--- config.mk ---
export PLATFORM = sky130hd
export DESIGN_NAME = pc_fetch_ctrl_flat
export DESIGN_NICKNAME = d
export VERILOG_FILES = /design/src/rtl/pc_fetch_if.sv /design/src/rtl/pc_fetch_ctrl.sv /design/src/flat_wrapper.sv
export SDC_FILE = /design/constraint.sdc
export NUM_CORES = 1
export LEC_CHECK = 0
export ABC_AREA = 1
export CAP_MARGIN = 40
export CORE_ASPECT_RATIO = 0.9
export CORE_UTILIZATION = 47
export DETAILED_ROUTE_END_ITERATION = 8
export GPL_TIMING_DRIVEN = 0
export HOLD_SLACK_MARGIN = 0.12
export PLACE_DENSITY = 0.9
export SLEW_MARGIN = 20
export SYNTH_ARGS = -nofsm -noshare
export SYNTH_HDL_FRONTEND = slang
export SYNTH_SLANG_ARGS = --single-unit
--- constraint.sdc ---
create_clock -name clk -period 2.05 [get_ports clk]
set_input_delay 0.41 -clock clk [delete_from_list [all_inputs] [get_ports clk]]
set_output_delay 0.41 -clock clk [all_outputs]
set_load 0.005 [all_outputs]
--- src/rtl/pc_fetch_if.sv ---
// Fetch-side bundle between the PC fetch controller and its neighbours:
// ADD4 incrementer, redirect source, hazard unit and instruction memory.
interface pc_fetch_if;
   logic [31:0] pc;
   logic [31:0] seq_pc;
   logic        branch_taken;
   logic [31:0] branch_target;
   logic        stall;
   logic        imem_req;
   logic        imem_ready;
   logic        if_valid;
   logic [31:0] if_pc;

   // Fetch controller side
   modport master (
      output pc,
      output imem_req,
      output if_valid,
      output if_pc,
      input  seq_pc,
      input  branch_taken,
      input  branch_target,
      input  stall,
      input  imem_ready
   );

   // Environment side (incrementer, pipeline, instruction memory)
   modport slave (
      input  pc,
      input  imem_req,
      input  if_valid,
      input  if_pc,
      output seq_pc,
      output branch_taken,
      output branch_target,
      output stall,
      output imem_ready
   );
endinterface

--- src/rtl/pc_fetch_ctrl.sv ---
// PC fetch controller: sequences fetch requests to instruction memory,
// applies branch redirects (buffering one that arrives while memory is
// busy), squashes wrong-path fetches and reports completed fetches.
module pc_fetch_ctrl #(
   parameter logic [31:0] RESET_PC = 32'h0000_0000
) (
   input  logic       clk,
   input  logic       rst,
   pc_fetch_if.master fif
);

   typedef enum logic [1:0] {
      BOOT  = 2'd0,
      REQ   = 2'd1,
      STALL = 2'd2
   } state_t;

   state_t      state_q, state_nxt;
   logic [31:0] pc_q, pc_nxt;
   logic [31:0] redir_q, redir_nxt;
   logic        pend_q, pend_nxt;
   logic        if_vld_p1, if_vld_nxt;
   logic [31:0] if_pc_p1, if_pc_nxt;
   logic        imem_req;
   logic        accept;

   // Next-state, next-pc, redirect buffer and completion reporting
   always_comb begin
      state_nxt  = state_q;
      pc_nxt     = pc_q;
      redir_nxt  = redir_q;
      pend_nxt   = pend_q;
      if_vld_nxt = 1'b0;
      if_pc_nxt  = if_pc_p1;
      imem_req   = 1'b0;
      accept     = 1'b0;
      case (state_q)
         BOOT: begin
            pc_nxt    = RESET_PC;
            state_nxt = fif.stall ? STALL : REQ;
         end
         REQ: begin
            // Request stays up and pc stays put until memory accepts;
            // stall only matters once the fetch has been taken.
            imem_req = 1'b1;
            accept   = fif.imem_ready;
            if (accept) begin
               if (fif.branch_taken)
                  pc_nxt = fif.branch_target;
               else if (pend_q)
                  pc_nxt = redir_q;
               else
                  pc_nxt = fif.seq_pc;
               pend_nxt = 1'b0;
               // A redirect seen in the acceptance cycle means this fetch
               // was on the wrong path.
               if_vld_nxt = !(fif.branch_taken || pend_q);
               if (!(fif.branch_taken || pend_q))
                  if_pc_nxt = pc_q;
               state_nxt = fif.stall ? STALL : REQ;
            end else if (fif.branch_taken) begin
               redir_nxt = fif.branch_target;
               pend_nxt  = 1'b1;
            end
         end
         STALL: begin
            if (fif.branch_taken)
               pc_nxt = fif.branch_target;
            if (!fif.stall)
               state_nxt = REQ;
         end
         default: begin
            state_nxt = BOOT;
         end
      endcase
   end

   // State and datapath registers; reset abandons any outstanding request
   always_ff @(posedge clk) begin
      if (rst) begin
         state_q   <= BOOT;
         pc_q      <= RESET_PC;
         redir_q   <= 32'h0;
         pend_q    <= 1'b0;
         if_vld_p1 <= 1'b0;
         if_pc_p1  <= 32'h0;
      end else begin
         state_q   <= state_nxt;
         pc_q      <= pc_nxt;
         redir_q   <= redir_nxt;
         pend_q    <= pend_nxt;
         if_vld_p1 <= if_vld_nxt;
         if_pc_p1  <= if_pc_nxt;
      end
   end

   assign fif.pc       = pc_q;
   assign fif.imem_req = imem_req;
   assign fif.if_valid = if_vld_p1;
   assign fif.if_pc    = if_pc_p1;

endmodule

--- src/flat_wrapper.sv ---
// flat-port wrapper written by rule: the top's interface ports become plain ports
module pc_fetch_ctrl_flat 
#(
   parameter logic [31:0] RESET_PC = 32'h0000_0000
)
  (clk, rst, fif_pc, fif_imem_req, fif_if_valid, fif_if_pc, fif_seq_pc, fif_branch_taken, fif_branch_target, fif_stall, fif_imem_ready);
  pc_fetch_if fif_i ();
  input  logic clk;
  input  logic rst;
  output wire logic [$bits(fif_i.pc)-1:0] fif_pc;
  output wire logic [$bits(fif_i.imem_req)-1:0] fif_imem_req;
  output wire logic [$bits(fif_i.if_valid)-1:0] fif_if_valid;
  output wire logic [$bits(fif_i.if_pc)-1:0] fif_if_pc;
  input wire logic [$bits(fif_i.seq_pc)-1:0] fif_seq_pc;
  input wire logic [$bits(fif_i.branch_taken)-1:0] fif_branch_taken;
  input wire logic [$bits(fif_i.branch_target)-1:0] fif_branch_target;
  input wire logic [$bits(fif_i.stall)-1:0] fif_stall;
  input wire logic [$bits(fif_i.imem_ready)-1:0] fif_imem_ready;
  assign fif_pc = fif_i.pc;
  assign fif_imem_req = fif_i.imem_req;
  assign fif_if_valid = fif_i.if_valid;
  assign fif_if_pc = fif_i.if_pc;
  assign fif_i.seq_pc = fif_seq_pc;
  assign fif_i.branch_taken = fif_branch_taken;
  assign fif_i.branch_target = fif_branch_target;
  assign fif_i.stall = fif_stall;
  assign fif_i.imem_ready = fif_imem_ready;
  pc_fetch_ctrl #(.RESET_PC(RESET_PC)) u_core (.clk(clk), .rst(rst), .fif(fif_i));
endmodule
==> reports/results.ini, run 1 <==
[floorplanning]
die_h_um = 93.7
start_util = 0.483
die-area_mm2 = 0.00974
rows = 33
core_mm2 = 0.00908
io_pins = 135
fp.dieW_um = 104

[status]
status = finished, final reports clean

[timing]
fin_crit_ns = 1.97
min_period_over_period = 0.961
finalSetupViolCount = 0
finClkSkew_ns = 0.0168
finalMaxSlewViolations = 0
max_freq_mhz = 508
final.setup.tns_ns = 0
rsz0062_at_grt = false
tightest_slew_ns = 0.502
hold_viol_final = 0
fin_ws_ns = 0.0802
max-slew-margin-rel = 0.665

[worst_setup_path]
r2r-end = u_core.fif.if_pc[10]
r2r_setup_slack_ns = 0.14
crit_required_ns = 1.64
arrival_ns = 1.56
crit_path_max_fanout = 6
timing.rr.start = u_core.state_q[1]
rr_worst_depth = 7
cp-startpoint = u_core.state_q[1]
crit_type = flop to primary output
startpoint_type = flop
crit_path_end_kind = primary output

[clock_tree]
numClockSinks = 100
clkTransAtPathRegs_ns = 0.10
ctsRootBufferMaster = clkbuf_8
cts_made_buffers = 9
ctsHoldBuffers = 0
clock_tree.buffer_depth = 2
clk-insertion-delay-late_ns = 0.37
cts_tree = done
post_cts_buffers = 0
htree_levels = 3

[logic_synthesis]
yosysWarnings = 0
postSynthAreaPerCell_um2 = 6.63
syn_inst = 662
synth_area_leaders = dfxtp_1 46%, nand2_1 17%, a21oi_1 7.4%
synth_edf_count = 0
yosysTopAreaCellShare = 0.456
synth-main-ff-cell = dfxtp_1
synth_common_cells = 201 x nand2_1, 100 x dfxtp_1, 74 x inv_1, 71 x nor2_1, 65 x a21oi_1
ys_seq_area_frac = 0.456
synth_cell_types = 19
ys_ff_latch = 100
synth.most_common_cell = nand2_1
synthArstFlopShare = 0
syn_nets = 735
synth_area_mm2 = 0.00439
synth_top_area_cell = dfxtp_1

[power]
leakagePower_uw = 0.00265
p_per_area_mw_per_mm2 = 787
ir_drop_mv = 0.437

[min_path]
holdPathEnd = u_core.fif.pc[1]
whs_path_depth = 2
holdCritPathClass = input pin to flop
hold_start = rst

[global_routing]
grt_pass1_wl_mm = 20.6
grt_pass1_vias = 4288
grt_use_total = 0.265
grt_max_degree = 19
antenna_found_initial = 0
grt-ovfl-total = 0

[layout]
finalInstanceArea_mm2 = 0.00611
nets = 879
diodes = 0
drive_gt1_frac = 0.0469
syn2layout_area_growth_pct = 39.1

[placed_design]
port_buffers = 133
gp_congestion = 0.936
pre_cts_slack_ns = -0.192
place_area_mm2 = 0.00588
dp_hpwl_mm = 8.83

[route]
drc = 0
ant_nets = 0
drt_iter0_markers = 290
viasPerCell = 4.98
avgRoutedWirePerCell_um = 13.3
drt_first_pass_iters = 6
via_count = 4648
finalWirelength_mm = 12.4

[job]
drv_cap = 0

-- timing repair --
action,CTS,global route
gates cloned,0,0
endpoints found under the setup margin,2,5
gates resized for setup,2,1
-- registers in the layout, indices dropped and copies added, names as in the netlist --
register and count:
u_core.fif.pc 32, u_core.fif.if_valid 1, u_core.state_q 2, u_core.pend_q 1, u_core.fif.if_pc 32, u_core.redir_q 32
-- cells in the final DEF (no fill, tap or decap), types with 3 or more instances in the layout --
| cell type | netlist | final |
|---|---|---|
| nand2_1 | 201 | 201 |
| a21oi_1 | 65 | 65 |
| clkbuf_8 | 0 | 10 |
| nand3_1 | 31 | 31 |
| dfxtp_1 | 100 | 100 |
| o21ai_0 | 63 | 63 |
| buf_2 | 16 | 16 |
| inv_1 | 74 | 74 |
| ha_1 | 4 | 3 |
| clkdlybuf4s50_1 | 0 | 133 |
| clkbuf_1 | 24 | 24 |
| nor2_1 | 71 | 71 |
| o21ai_1 | 5 | 5 |
| inv_6 | 0 | 3 |
-- layer usage --
layer	global-route usage	wire length [um]
met4	0.0833	222
met5	0	0
met3	0.0444	816
met2	0.454	5870
met1	0.343	5530
-- cell families after synthesis --
kind of cell | after synthesis | share of synthesized area
AO/OA/AOI/OAI | 133 | 0.152
adder cells (fa/ha/maj) | 4 | 0.0114
buffers and inverters | 117 | 0.105
flip-flops | 100 | 0.456
AND/OR/NAND/NOR | 308 | 0.276
-- report_power, final --
part / switching [uW] / leakage, uW / total, uW / internal (uW)
logic: 737 / 0.00173 / 1290 / 549
registers: 86.3 / 0.000811 / 2180 / 2090
clock network: 721 / 0.000110 / 1340 / 622
-- layout make-up --
cell class | count | area [um^2]
buffer | 42 | 179
tap | 122 | 153
multi-input combinational | 445 | 1950
sequential | 100 | 2000
clock buffer | 10 | 138
fill | 793 | 2980
timing repair buffer | 133 | 1330
inverter | 75 | 282
clock inverter | 6 | 76.3
-- how the worst max path moves through the flow --
stage / endpoint / cells past startpoint / slack [ns]
2_1_floorplan: u_core.fif.if_pc[0] / 8 / 0.55
3_3_place_gp: u_core.fif.if_pc[19] / 7 / -0.16
3_5_place_dp: u_core.fif.if_pc[22] / 7 / -0.19
4_1_cts: fif_imem_req / 3 / 0.03
5_1_grt: fif_imem_req / 3 / 0.004
6_report: fif_imem_req / 3 / 0.08
-- critical path: stages, from the launching register on --
cell             delay, ns
dfxtp_1               0.36
inv_1                 0.14
ha_4                  0.18
clkdlybuf4s50_1       0.52
-- through the flow --
| step | util | total power, uW | hold slack (ns) | cells |
|---|---|---|---|---|
| finish | 0.672 | 4810 | 0.427 | 933 |
| detailed placement | 0.647 | 3480 | 0.442 | 917 |
| global route | 0.672 | 5090 | 0.457 | 933 |
| floorplan | - | 2910 | 0.429 | 662 |
| CTS | 0.671 | 4810 | 0.423 | 933 |
| global placement | 0.647 | 3450 | 0.439 | 917 |
Power figures use the tool's default switching activity.
==> inputs of run 2 (changes only) <==
--- a/config.mk
+++ b/config.mk
@@ -6,8 +6,7 @@
 export NUM_CORES = 1
 export LEC_CHECK = 0
 export ABC_AREA = 1
-export CAP_MARGIN = 40
-export CORE_ASPECT_RATIO = 0.9
+export CAP_MARGIN = 20
 export CORE_UTILIZATION = 47
 export DETAILED_ROUTE_END_ITERATION = 8
 export GPL_TIMING_DRIVEN = 0
==> run 2 against run 1 <==
Compared with the run above: via count grew 1.4%; routed wire length grew 4.4%; core utilization is 1.3 points higher; critical endpoint unchanged; largest cell class unchanged; highest routed layer unchanged.
==> reports/results.ini, run 2 (synthesis results as in run 1) <==
[placed_design]
place_area_mm2 = 0.00586  ; -0.30%
port_buffers = 133  ; unchanged
dp_hpwl_mm = 9.55  ; +8.1%
gp_congestion = 0.913  ; -2.5%

[global_routing]
grt_max_degree = 20  ; +1
antenna_found_initial = 0  ; unchanged
grt_pass1_vias = 4622  ; +7.8%
grt_pass1_wl_mm = 21.5  ; +4.4%
grt-ovfl-total = 0  ; unchanged
grt_use_total = 0.276  ; +0.0108

[clock_tree]
ctsRootBufferMaster = clkbuf_8
cts_made_buffers = 9  ; unchanged
post_cts_buffers = 0  ; unchanged
clkTransAtPathRegs_ns = 0.11  ; about the same
htree_levels = 3  ; unchanged
numClockSinks = 100  ; unchanged
clk-insertion-delay-late_ns = 0.37  ; about the same
clock_tree.buffer_depth = 2  ; unchanged
cts_tree = done

[floorplanning]
io_pins = 135  ; unchanged
die_h_um = 98.7  ; +5.3%
start_util = 0.494  ; +0.0105
rows = 34  ; +3.0%
fp.dieW_um = 98.7  ; -5.0%
die-area_mm2 = 0.00973  ; about the same
core_mm2 = 0.00889  ; -2.1%

[timing]
finClkSkew_ns = 0.0119  ; -0.00488 ns
max_freq_mhz = 510  ; +0.37%
final.setup.tns_ns = 0  ; unchanged
rsz0062_at_grt = false
finalSetupViolCount = 0  ; unchanged
hold_viol_final = 0  ; unchanged
tightest_slew_ns = 0.533  ; +0.0313 ns
min_period_over_period = 0.957  ; -0.00357
finalMaxSlewViolations = 0  ; unchanged
max-slew-margin-rel = 0.645  ; -0.0209
fin_crit_ns = 1.96  ; -0.00732 ns

[worst_setup_path]
critPathSlowestCell = clkdlybuf4s50_1
critical-path-max-stage-delay_ns = 0.50  ; -0.02 ns
path_cells = inv_1 > ha_4 > clkdlybuf4s50_1
crit_required_ns = 1.64  ; about the same
crit_path_max_fanout = 6  ; unchanged
timing.rr.start = u_core.state_q[0]
cp.buffers_inverters = 2  ; unchanged
crit_type = flop to primary output
crit_path_end_kind = primary output
critPathTopFamily = buffers and inverters
cp-startpoint = u_core.state_q[1]
arrival_ns = 1.55  ; about the same
startpoint_type = flop

[route]
drc = 0  ; unchanged
via_count = 4714  ; +1.4%
ant_nets = 0  ; unchanged
drt_iter0_markers = 247  ; -15%
finalWirelength_mm = 13.0  ; +4.4%
drt_first_pass_iters = 5  ; -1
avgRoutedWirePerCell_um = 14.1  ; +6.0%
viasPerCell = 5.13  ; +3.0%

[layout]
final_cell_mix = 201 x nand2_1, 133 x clkdlybuf4s50_1, 100 x dfxtp_1, 74 x inv_1, 71 x nor2_1
final_util = 0.686  ; +0.0132
syn2layout_area_growth_pct = 38.8
final_common_cell = nand2_1
finalInstanceArea_mm2 = 0.00610  ; -0.20%
diodes = 0  ; unchanged
nets = 879  ; unchanged
drive_gt1_frac = 0.0493  ; +0.00247

[power]
leakagePower_uw = 0.00266  ; +0.23%
ir_drop_mv = 0.447  ; +2.4%
p_per_area_mw_per_mm2 = 792  ; +0.61%
power_uw = 4830  ; +0.40%

[min_path]
holdCritPathClass = input pin to flop
hold_start = rst

[status]
status = finished, final reports clean

[job]
drv_cap = 0  ; unchanged

==> run 2: cell types whose count changed in the layout (fill, tap and decap cells not counted) <==
cell	previous run	this run
clkinv_8	0	1
clkbuf_1	24	22
clkbuf_2	1	3
clkbuf_8	10	9
clkinv_4	1	2
inv_6	3	2
==> run 2: path summary, 6_finish.rpt <==
| kind | endpoint | slack (ns) | cells after the start |
|---|---|---|---|
| worst min register to register | u_core.redir_q[17] | 0.46 | 2 |
| worst min-delay path | u_core.fif.pc[31] | 0.44 | 2 |
| worst max-delay path | fif_imem_req | 0.09 | 3 |
| worst max register to register | u_core.fif.pc[18] | 0.19 | 8 |
==> run 2: what timing repair did <==
action,CTS,global route
setup endpoints to repair,1,15
hold buffers,0,0
resized for setup,1,6
gates cloned,0,0
==> run 2: worst reg2reg max path: cells and delay by family, from the launching register on <==
family / cells / cell delay [ns]
compound gates: 1 / 0.13
fa+ha+maj: 1 / 0.23
buf+inv: 2 / 0.41
flops: 1 / 0.43
simple gates: 4 / 0.58
==> run 2: power breakdown <==
group / switching (uW) / total [uW] / internal, uW
sequential: 87.4 / 2180 / 2090
combinational: 752 / 1300 / 551
clock: 749 / 1340 / 596
total: 1590 / 4830 / 3240
==> run 2: area by class of cell <==
type	count	area, um^2
Timing Repair Buffer	133	1330
Fill cell	762	2800
Tap cell	108	135
Clock inverter	7	92.6
Multi-Input combinational cell	445	1950
Inverter	75	282
Sequential cell	100	2000
Clock buffer	9	124
Buffer	42	181
==> run 2: per-layer routing <==
| layer | vias to the layer above | share of wire | global-route usage |
|---|---|---|---|
| li1 | 2337 | - | - |
| met1 | 2163 | 0.42 | 0.341 |
| met2 | 191 | 0.48 | 0.486 |
| met3 | 23 | 0.075 | 0.0489 |
| met4 | 0 | 0.019 | 0.0930 |
| met5 | - | 0 | 0 |
==> run 2: per-stage QoR <==
| stage | instances | worst slack, ns | hold slack [ns] |
|---|---|---|---|
| 2_1_floorplan | 662 | 0.551 | 0.429 |
| 3_3_place_gp | 903 | -0.0903 | 0.437 |
| 3_5_place_dp | 903 | -0.184 | 0.442 |
| 4_1_cts | 919 | 0.0380 | 0.446 |
| 5_1_grt | 919 | 0.00942 | 0.466 |
| 6_report | 919 | 0.0875 | 0.444 |
==> inputs of run 3 (changes only) <==
==> constraint.sdc (replaced) <==
create_clock -name clk -period 2.05 [get_ports clk]
set_input_delay 0.41 -clock clk [delete_from_list [all_inputs] [get_ports clk]]
set_output_delay 0.41 -clock clk [all_outputs]
set_load 0.1 [all_outputs]
==> run 3 against run 2 <==
Compared with the run above: sequential power barely moved; combinational power rose by 49%; total power rose by 15%; routed wire length rose by 0.26%; core utilization fell by 0.96 points; global-route usage rose by 0.15 points; clock power rose by 7%; clock skew fell by 0.00064 ns; critical path type unchanged; highest routed layer unchanged.
==> reports/results.ini, run 3 (synthesis results as in run 1) <==
[status]
status = finished, final reports clean

[route]
ant_nets = 0  ; unchanged
viasPerCell = 5.09  ; -0.72%
via_count = 4680  ; -0.72%
drt_iter0_markers = 241  ; -2.4%
drt_first_pass_iters = 5  ; unchanged
avgRoutedWirePerCell_um = 14.2  ; +0.26%
finalWirelength_mm = 13.0  ; +0.26%
drc = 0  ; unchanged

[clock_tree]
clk-insertion-delay-late_ns = 0.37  ; about the same
post_cts_resized = 70  ; +69
post_cts_buffers = 0  ; unchanged
ctsRootBufferMaster = clkbuf_8
numClockSinks = 100  ; unchanged
clock_tree.buffer_depth = 2  ; unchanged
ctsHoldBuffers = 0  ; unchanged
htree_levels = 3  ; unchanged
clkTransAtPathRegs_ns = 0.10  ; about the same
cts_made_buffers = 9  ; unchanged
cts_tree = done

[placed_design]
dp_hpwl_mm = 9.49  ; -0.66%
pre_cts_slack_ns = -0.181  ; +0.00219 ns
port_buffers = 133  ; unchanged
gp_congestion = 0.937  ; +2.6%
place_area_mm2 = 0.00586  ; about the same

[timing]
fin_ws_ns = 0.0232  ; -0.0643 ns
hold_viol_final = 0  ; unchanged
finClkSkew_ns = 0.0113  ; -0.000642 ns
max_freq_mhz = 493  ; -3.2%
fin_crit_ns = 2.03  ; +0.0643 ns
min_period_over_period = 0.989  ; +0.0314
rsz0062_at_grt = false
finalSetupViolCount = 0  ; unchanged
max-slew-margin-rel = 0.343  ; -0.301
tightest_slew_ns = 0.989  ; +0.456 ns
finalMaxSlewViolations = 0  ; unchanged

[floorplanning]
rows = 34  ; unchanged
start_util = 0.494  ; unchanged
core_mm2 = 0.00889  ; unchanged
die_h_um = 98.7  ; unchanged
io_pins = 135  ; unchanged
fp.dieW_um = 98.7  ; unchanged
die-area_mm2 = 0.00973  ; unchanged

[power]
leakagePower_uw = 0.00288  ; +8.3%
ir_drop_mv = 0.414  ; -7.5%
p_per_area_mw_per_mm2 = 922  ; +16%

[layout]
nets = 879  ; unchanged
diodes = 0  ; unchanged
finalInstanceArea_mm2 = 0.00601  ; -1.4%
final_common_cell = nand2_1
syn2layout_area_growth_pct = 36.9
drive_gt1_frac = 0.0518  ; +0.00247
final_cell_mix = 201 x nand2_1, 100 x dfxtp_1, 74 x inv_1, 71 x nor2_1, 67 x clkdlybuf4s50_1

[global_routing]
grt_pass1_vias = 4472  ; -3.2%
antenna_found_initial = 0  ; unchanged
grt_max_degree = 18  ; -10%
grtUsageMet3 = 0.0426  ; -0.00638
grt-ovfl-total = 0  ; unchanged
grt_pass1_wl_mm = 21.5  ; +0.29%
grt_use_total = 0.277  ; +0.00150
grt.busiest_layer = met2
grt_use_met2 = 0.470  ; -0.0163
use_met1 = 0.369  ; +0.0277

[worst_setup_path]
crit_path_end_kind = primary output
r2r_setup_slack_ns = 0.14  ; -0.05 ns
cp.buffers_inverters = 1  ; -1
path_cells = dlygate4sd2_1
crit_required_ns = 1.64  ; about the same
critPathTopFamily = buffers and inverters
critical-path-max-stage-delay_ns = 0.87  ; +0.37 ns
critPathSlowestCell = dlygate4sd2_1
arrival_ns = 1.62  ; +0.07 ns
crit_path_max_fanout = 2  ; -4
crit_type = flop to primary output
startpoint_type = flop

[min_path]
holdCritPathClass = input pin to flop

[job]
drv_cap = 0  ; unchanged

[run 3: cell types whose count changed in the layout (fill, tap and decap cells not counted), moves of 2 or more]
cell             previous run  this run
clkdlybuf4s15_1             0        17
clkbuf_1                   22        25
clkdlybuf4s50_1           133        67
clkbuf_2                    3         5
dlygate4sd2_1               0        44
[run 3: area by class of cell]
cell class / instances / area (um^2)
fill: 812 / 2880
clock buffer: 10 / 128
timing repair buffer: 133 / 1250
clock inverter: 6 / 96.3
sequential: 100 / 2000
multi-input combinational: 445 / 1940
inverter: 75 / 282
buffer: 42 / 179
tap: 108 / 135
[run 3: layer usage]
metal,vias to the layer above,wire length [um]
met5,-,0
met4,0,216
met3,25,926
met2,203,6130
met1,2107,5750
li1,2345,-
[run 3: where the power goes]
part / internal, uW / switching [uW] / leakage (uW) / total, uW
clock: 704 / 722 / 0.000109 / 1430
combinational: 479 / 1460 / 0.00196 / 1940
sequential: 2090 / 84.6 / 0.000811 / 2180
[run 3: final timing paths]
kind,from,to,cells past startpoint
worst max-delay path,u_core.fif.if_pc[31],fif_if_pc[31],1
worst min-delay path,rst,u_core.fif.pc[31],2
worst min register to register,u_core.redir_q[16],u_core.redir_q[16],2
worst max register to register,u_core.state_q[1],u_core.fif.if_pc[19],8
[run 3: metrics by stage]
step                 util  instances  TNS [ns]  total power [uW]  hold WS [ns]
floorplan               -        662         0              3620         0.429
detailed placement  0.659        903     -3.06              4200         0.443
global placement    0.659        903     -3.46              4170         0.437
CTS                 0.675        919         0              5520         0.431
finish              0.676        919         0              5540         0.432
global route        0.676        919         0              5800         0.463
